File: src/rtl/bd_dma_pkg.sv
// Shared definitions for the BD DMA completion path: BD geometry, RC
// descriptor field offsets, MRRS codes and small decode helpers.
package bd_dma_pkg;

  localparam int BD_W      = 256;
  localparam int DW_PER_BD = 8;

  // RC completion descriptor layout (first beat, DW0..DW2)
  localparam int RC_DWCNT_LSB   = 32;
  localparam int RC_DWCNT_W     = 11;
  localparam int RC_STATUS_LSB  = 43;
  localparam int RC_POISON_BIT  = 46;
  localparam int RC_TAG_LSB     = 64;
  localparam int RC_PAYLOAD_LSB = 96;

  // Payload carried by the first beat (DW3..DW7) and held for realignment
  localparam int HOLD_W = BD_W - RC_PAYLOAD_LSB;

  // MRRS codes; anything else is treated as 512 bytes (16 BDs)
  localparam logic [2:0] MRRS_128 = 3'b000;
  localparam logic [2:0] MRRS_256 = 3'b001;

  typedef struct packed {
    logic [RC_DWCNT_W-1:0] dword_count;
    logic [2:0]            status;
    logic                  poisoned;
  } rc_desc_t;

  function automatic rc_desc_t rc_decode(input logic [BD_W-1:0] beat);
    rc_desc_t d;
    d.dword_count = beat[RC_DWCNT_LSB +: RC_DWCNT_W];
    d.status      = beat[RC_STATUS_LSB +: 3];
    d.poisoned    = beat[RC_POISON_BIT];
    return d;
  endfunction

  // BDs per sub-request for a given MRRS code
  function automatic logic [4:0] mrrs_bds(input logic [2:0] code);
    case (code)
      MRRS_128: return 5'd4;
      MRRS_256: return 5'd8;
      default:  return 5'd16;
    endcase
  endfunction

endpackage

File: src/rtl/bd_reorder_buf.sv
// Reorder buffer: one dedicated entry per BD of the current request, a valid
// bit per entry, a random-access write port and a read port that can retire
// the entry it is looking at.
module bd_reorder_buf
  import bd_dma_pkg::*;
#(
  parameter int DEPTH = 16,
  parameter int IDX_W = 4
) (
  input  logic             user_clk,
  input  logic             user_reset,
  input  logic             wr_en,
  input  logic [IDX_W-1:0] wr_idx,
  input  logic [BD_W-1:0]  wr_data,
  input  logic [IDX_W-1:0] rd_idx,
  input  logic             rd_clr,
  output logic             rd_valid,
  output logic [BD_W-1:0]  rd_data
);

  logic [BD_W-1:0]  mem [DEPTH];
  logic [DEPTH-1:0] valid;

  // BD storage write port
  // NOTE: storage has no reset; the valid bits alone decide what is readable,
  // so resetting 16x256 flops would buy nothing. Sequential state always uses
  // non-blocking assignments so every reader sees the pre-edge value.
  always_ff @(posedge user_clk) begin
    if (wr_en) mem[wr_idx] <= wr_data;
  end

  // Valid bits: a write sets, a retire clears; a same-entry collision keeps the write
  always_ff @(posedge user_clk or posedge user_reset) begin
    if (user_reset) begin
      valid <= '0;
    end else begin
      if (rd_clr) valid[rd_idx] <= 1'b0;
      if (wr_en)  valid[wr_idx] <= 1'b1;
    end
  end

  assign rd_valid = valid[rd_idx];
  assign rd_data  = mem[rd_idx];

endmodule

File: src/rtl/bd_cpld_recv.sv
// BD completion receiver: realigns RC completion payload into whole BDs,
// places each BD at its request-relative index and streams them out in order.
module bd_cpld_recv
  import bd_dma_pkg::*;
#(
  parameter int MAX_BD = 16,
  parameter int IDX_W  = 4,
  parameter int SLOT_W = 2
) (
  input  logic            user_clk,
  input  logic            user_reset,
  input  logic [2:0]      cfg_max_rd_req_size,
  input  logic            req_start,
  input  logic [4:0]      req_bd_num,
  input  logic [4:0]      req_first_size,
  output logic            req_ready,
  input  logic            s_axis_rc_tvalid,
  output logic            s_axis_rc_tready,
  input  logic [BD_W-1:0] s_axis_rc_tdata,
  input  logic            s_axis_rc_tlast,
  output logic            m_axis_bd_tvalid,
  input  logic            m_axis_bd_tready,
  output logic [BD_W-1:0] m_axis_bd_tdata,
  output logic            m_axis_bd_tlast,
  output logic            bd_cpl_err
);

  localparam int NSLOT = 1 << SLOT_W;

  localparam logic [1:0] S_IDLE = 2'd0;
  localparam logic [1:0] S_HDR  = 2'd1;
  localparam logic [1:0] S_DATA = 2'd2;

  logic [1:0]        state;
  logic [4:0]        bd_num, first_size, max_size;
  logic [4:0]        slot_cnt [NSLOT];
  logic [SLOT_W-1:0] cur_slot;
  logic [4:0]        wr_idx;
  logic              drop;
  logic [HOLD_W-1:0] hold;
  logic [IDX_W-1:0]  rd_ptr;

  logic              busy, rc_fire, bd_fire;
  rc_desc_t          desc;
  logic [SLOT_W-1:0] hdr_slot;
  logic [4:0]        hdr_base, hdr_idx;
  logic              hdr_bad;
  logic              buf_wr_en;
  logic              rd_valid;

  assign busy             = (state != S_IDLE);
  assign req_ready        = ~busy;
  assign s_axis_rc_tready = busy;
  assign rc_fire          = s_axis_rc_tvalid & busy;
  assign desc             = rc_decode(s_axis_rc_tdata);
  assign hdr_slot         = s_axis_rc_tdata[RC_TAG_LSB +: SLOT_W];

  // Header decode: buffer index of the TLP's first BD and drop decision
  // NOTE: every always_comb output gets a default first so no path can infer a latch.
  always_comb begin
    hdr_base = '0;
    if (hdr_slot != '0) hdr_base = first_size + ((5'(hdr_slot) - 5'd1) * max_size);
    hdr_idx = hdr_base + slot_cnt[hdr_slot];
    hdr_bad = (desc.status != 3'b000) || desc.poisoned ||
              (desc.dword_count[2:0] != 3'b000) || (hdr_idx >= bd_num) ||
              (s_axis_rc_tlast && (desc.dword_count > 11'd5));
  end

  // Each DATA beat completes one BD from the held tail plus the new beat's head
  assign buf_wr_en = rc_fire && (state == S_DATA) && !drop && (wr_idx < bd_num);

  assign m_axis_bd_tvalid = busy & rd_valid;
  assign m_axis_bd_tlast  = busy && ({1'b0, rd_ptr} == bd_num - 5'd1);
  assign bd_fire          = m_axis_bd_tvalid & m_axis_bd_tready;

  bd_reorder_buf #(
    .DEPTH (MAX_BD),
    .IDX_W (IDX_W)
  ) u_buf (
    .user_clk   (user_clk),
    .user_reset (user_reset),
    .wr_en      (buf_wr_en),
    .wr_idx     (wr_idx[IDX_W-1:0]),
    .wr_data    ({s_axis_rc_tdata[RC_PAYLOAD_LSB-1:0], hold}),
    .rd_idx     (rd_ptr),
    .rd_clr     (bd_fire),
    .rd_valid   (rd_valid),
    .rd_data    (m_axis_bd_tdata)
  );

  // Payload tail carried into the next beat's BD
  always_ff @(posedge user_clk) begin
    if (rc_fire) hold <= s_axis_rc_tdata[BD_W-1:RC_PAYLOAD_LSB];
  end

  // Request FSM, per-slot write counters and output read pointer
  always_ff @(posedge user_clk or posedge user_reset) begin
    if (user_reset) begin
      state      <= S_IDLE;
      bd_num     <= '0;
      first_size <= '0;
      max_size   <= '0;
      cur_slot   <= '0;
      wr_idx     <= '0;
      drop       <= 1'b0;
      rd_ptr     <= '0;
      bd_cpl_err <= 1'b0;
      for (int s = 0; s < NSLOT; s++) slot_cnt[s] <= '0;
    end else begin
      case (state)
        S_IDLE: begin
          if (req_start) begin
            state      <= S_HDR;
            bd_num     <= req_bd_num;
            first_size <= req_first_size;
            max_size   <= mrrs_bds(cfg_max_rd_req_size);
            bd_cpl_err <= 1'b0;
            rd_ptr     <= '0;
          end
        end
        S_HDR: begin
          if (rc_fire) begin
            cur_slot <= hdr_slot;
            wr_idx   <= hdr_idx;
            drop     <= hdr_bad;
            if (hdr_bad) bd_cpl_err <= 1'b1;
            if (!s_axis_rc_tlast) state <= S_DATA;
          end
        end
        S_DATA: begin
          if (rc_fire) begin
            if (buf_wr_en) begin
              wr_idx             <= wr_idx + 5'd1;
              slot_cnt[cur_slot] <= slot_cnt[cur_slot] + 5'd1;
            end
            if (s_axis_rc_tlast) state <= S_HDR;
          end
        end
        default: state <= S_IDLE;
      endcase

      if (bd_fire) begin
        rd_ptr <= rd_ptr + IDX_W'(1);
        if (m_axis_bd_tlast) begin
          state <= S_IDLE;
          for (int s = 0; s < NSLOT; s++) slot_cnt[s] <= '0;
        end
      end
    end
  end

endmodule

File: config.mk
export PLATFORM = sky130hd
export DESIGN_NAME = bd_cpld_recv
export DESIGN_NICKNAME = d
export VERILOG_FILES = /design/src/rtl/bd_dma_pkg.sv /design/src/rtl/bd_reorder_buf.sv /design/src/rtl/bd_cpld_recv.sv
export SDC_FILE = /design/constraint.sdc
export NUM_CORES = 2
export LEC_CHECK = 0
export CORE_MARGIN = 2
export CORE_UTILIZATION = 50
export CTS_CLUSTER_DIAMETER = 50
export DETAILED_ROUTE_END_ITERATION = 6
export PLACE_DENSITY = 0.67
export SLEW_MARGIN = 0
export SYNTH_ARGS = -nofsm -noshare
export SYNTH_HDL_FRONTEND = slang
export SYNTH_SLANG_ARGS = --single-unit
File: constraint.sdc
create_clock -name user_clk -period 15.65 [get_ports user_clk]
set_input_delay 3.13 -clock user_clk [delete_from_list [all_inputs] [get_ports user_clk]]
set_output_delay 3.13 -clock user_clk [all_outputs]
set_load 0.05 [all_outputs]
==> metrics.md <==
| Metric | Value |
|---|---|
| HPWL after detailed placement | `192200 um` |
| Core Region | `0.3237 mm^2` |
| VDD IR max | `0.1194 mV` |
| Clk buf depth | `4` |
| Number of enable flip-flop cells after synthesis | `4256` |
| Sw frac | `23.32%` |
| Antenna viol nets, final | `0` |
| Die width | `573.8 um` |
| Synth unique cells | `52` |
| Unrepaired setup endpoints after global routing | `false` |
| Largest net degree at the start of global routing | `147` |
| Synth Net Count | `6524` |
| Critical R2R Launch | `state[0]` |
| Worst setup SP type | `flip-flop` |
| H-Tree Depth | `5` |
| Setup Skew | `48.01 ps` |
| Element type at the critical path end | `primary output` |
| Logic gate share of total power | `9.6%` |
| Die height | `573.8 um` |
| CTS sink cnt | `4320` |
| Clock share of power | `39.4%` |
| Worst R2R End | `u_buf.mem[2][35]` |
| Antenna violations before repair | `55` |
| Placed Instances | `10920` |
| Synth top area cells | `edfxtp_1 79%, mux4_2 18%, dfrtp_1 0.99%, buf_4 0.33%, clkbuf_1 0.32%` |
| Root buf cell | `clkbuf_16` |
| Hold WS | `478.4 ps` |
| Async set-reset flop share out of synthesis | `1.481%` |
| Initial DRC count | `7493` |
| Average wire per standard cell | `31.69 um` |
| Area leader, netlist | `edfxtp_1` |
| Hold Crit Class | `flip-flop to flip-flop` |
| Seq/Total Area, Yosys | `79.70%` |
| Final hold violation count | `0` |
| All-Layer GR Usage | `22.47%` |
| Final Cycle Share | `60.35%` |
| Initial cell density of the core | `50.15%` |
| Worst R2R Path Depth | `8` |
| Worst Hold Path EP | `u_buf.valid[14]` |
| Synth Warn # | `0` |
| Worst skew pair latency | `960 ps` |
| Fin cells | `11770` |
| Syn_area_per_cell | `26.12 um^2` |
| Dominant synthesized flop cell | `edfxtp_1` |
| I/O pin total | `536` |
| Total gr overflow | `0` |
| Fin nets | `7352` |
| Post-CTS Resized | `0` |
| #FFs+latches synth | `4320` |
| Layout cells sized above 1 | `28.75%` |
| Core Util, Final | `57.96%` |
| Fillers | `22790` |
| Num CTS Buffers | `452` |
| Die area | `0.3293 mm^2` |
| DRT Pass-1 Iters | `5` |
| Crit-path max FO | `90` |
| Result of the run | `finished clean` |
| Post-DP Area | `0.1728 mm^2` |
| Switching pwr | `6.196 mW` |
| Critical path type | `flip-flop to primary output` |
| CTS clk-pin slew, worst paths | `60 ps` |
| DR vias | `71930` |
| Relative slew slack | `23.79%` |
| Slew Limit Fails | `0` |
| Power Dens Cells | `141.6 mW/mm^2` |
| Top-count cell post-synth | `edfxtp_1` |
| Final RePlAce weighted congestion | `0.7770` |
| MaxCap Viol Count | `0` |
| Synth Cell Area | `0.1624 mm^2` |
| CP Data Required Time | `12520 ps` |
| First-pass GRT wire length | `536300 um` |
| Worst-margin pin slew | `1143 ps` |
| Vias/cell | `6.110` |
| CTS tree | `yes` |
| FF-to-FF setup slack | `10170 ps` |
| Most frequent cells after synthesis | `4256 x edfxtp_1, 1294 x mux4_2, 137 x clkbuf_1, 71 x buf_4, 64 x dfrtp_1` |
| Layout area overhead | `15.56%` |
| Mapped Cells | `6216` |
| Setup TNS | `0 ps` |
| Post-layout instance area | `0.1876 mm^2` |
| Final WL | `373100 um` |
| Final setup vio count | `0` |
| Vias in the first global route | `74490` |
| P_int | `20.37 mW` |
| PortBufs | `535` |
| Post-synth top area share | `78.72%` |
| Post-layout min period | `9445 ps` |
| Seq pwr share | `51.0%` |
| Num rows | `209` |
| Post-CTS setup repair buffer count | `0` |
| Drt drc | `0` |
| Hold_buf cts | `0` |
| Hold path depth | `1` |
| Pleak | `56.76 nW` |
| Crit path DAT | `6310 ps` |
| HP Start | `u_buf.valid[14]` |
| F_max | `105.9 MHz` |
-- worst max path at each step --
stage | slack (ps) | cells past startpoint | startpoint | to
2_1_floorplan | 240 | 4 | s_axis_rc_tvalid | u_buf.mem[15][0]
3_3_place_gp | 7110 | 6 | rd_ptr[0] | m_axis_bd_tdata[216]
3_5_place_dp | 7050 | 6 | rd_ptr[0] | m_axis_bd_tdata[216]
4_1_cts | 5960 | 6 | rd_ptr[0] | m_axis_bd_tdata[214]
5_1_grt | 5720 | 6 | rd_ptr[0] | m_axis_bd_tdata[214]
6_report | 6210 | 6 | rd_ptr[0] | m_axis_bd_tdata[214]
-- cells by family (layout without fill, tap and decap cells) --
logic type,Yosys count,in the layout,synth area share (%)
flip-flops,4320,4320,79.70
other,0,25,0
buffers and inverters,319,1526,1.081
multiplexers,1319,1319,18.11
AND/OR/NAND/NOR,140,140,0.4508
adder cells (fa/ha/maj),33,33,0.2682
AO/OA/AOI/OAI,70,70,0.2959
XOR/XNOR,15,15,0.08939
-- metrics by stage --
step | worst slack, ps | power [mW]
6_report | 6205 | 26.57
5_1_grt | 5723 | 27.43
4_1_cts | 5960 | 26.81
3_5_place_dp | 7050 | 16.37
3_3_place_gp | 7109 | 16.31
2_1_floorplan | 236.7 | 15.57
-- metal layers --
layer / global-route usage, % / up-vias / part of all wire [%]
met5: 0 / - / 0.067
met4: 5.802 / 36 / 2.3
met3: 4.097 / 595 / 7.0
met2: 37.39 / 2703 / 51
met1: 31.04 / 39670 / 40
li1: - / 28930 / -
-- cell type report --
type	count	area [um^2]	area share, %
Antenna cell	25	62.56	0.03334
Clock buffer	544	11770	6.273
Clock inverter	289	2963	1.579
Inverter	19	71.32	0.03801
Multi-Input combinational cell	1577	31260	16.66
Sequential cell	4320	129400	68.98
Tap cell	4325	5411	2.884
Timing Repair Buffer	674	6674	3.557
-- sequential cells by signal (all words and copies together), names as in the netlist, 4 cells and up --
register,flops
bd_num,5
hold,160
u_buf.valid,16
wr_idx,5
first_size,5
u_buf.mem,4096
rd_ptr,4
slot_cnt,20
-- power groups by stage --
stage	Clock [mW]	Combinational, mW	Sequential [mW]
finish	10.5	2.55	13.5
global route	11.1	2.71	13.6
CTS	10.7	2.60	13.5
detailed placement	0	2.58	13.8
global placement	0	2.56	13.7
floorplan	0	1.92	13.7
-- critical path: stages, from the launching register on --
cell,delay [ps]
dfrtp_4,1000
buf_12,640
buf_4,820
buf_4,750
mux4_2,600
mux4_2,540
clkdlybuf4s50_1,730
-- cell usage in the layout (no fill, tap or decap), types with 41 or more instances in the layout --
cell type	n
clkinv_2	77
edfxtp_1	4256
mux4_2	1294
clkbuf_16	455
nand2_1	41
clkinv_1	92
dfrtp_1	60
clkbuf_1	84
clkdlybuf4s50_1	535
buf_4	117
No activity file was read; power rests on OpenSTA's default activity.
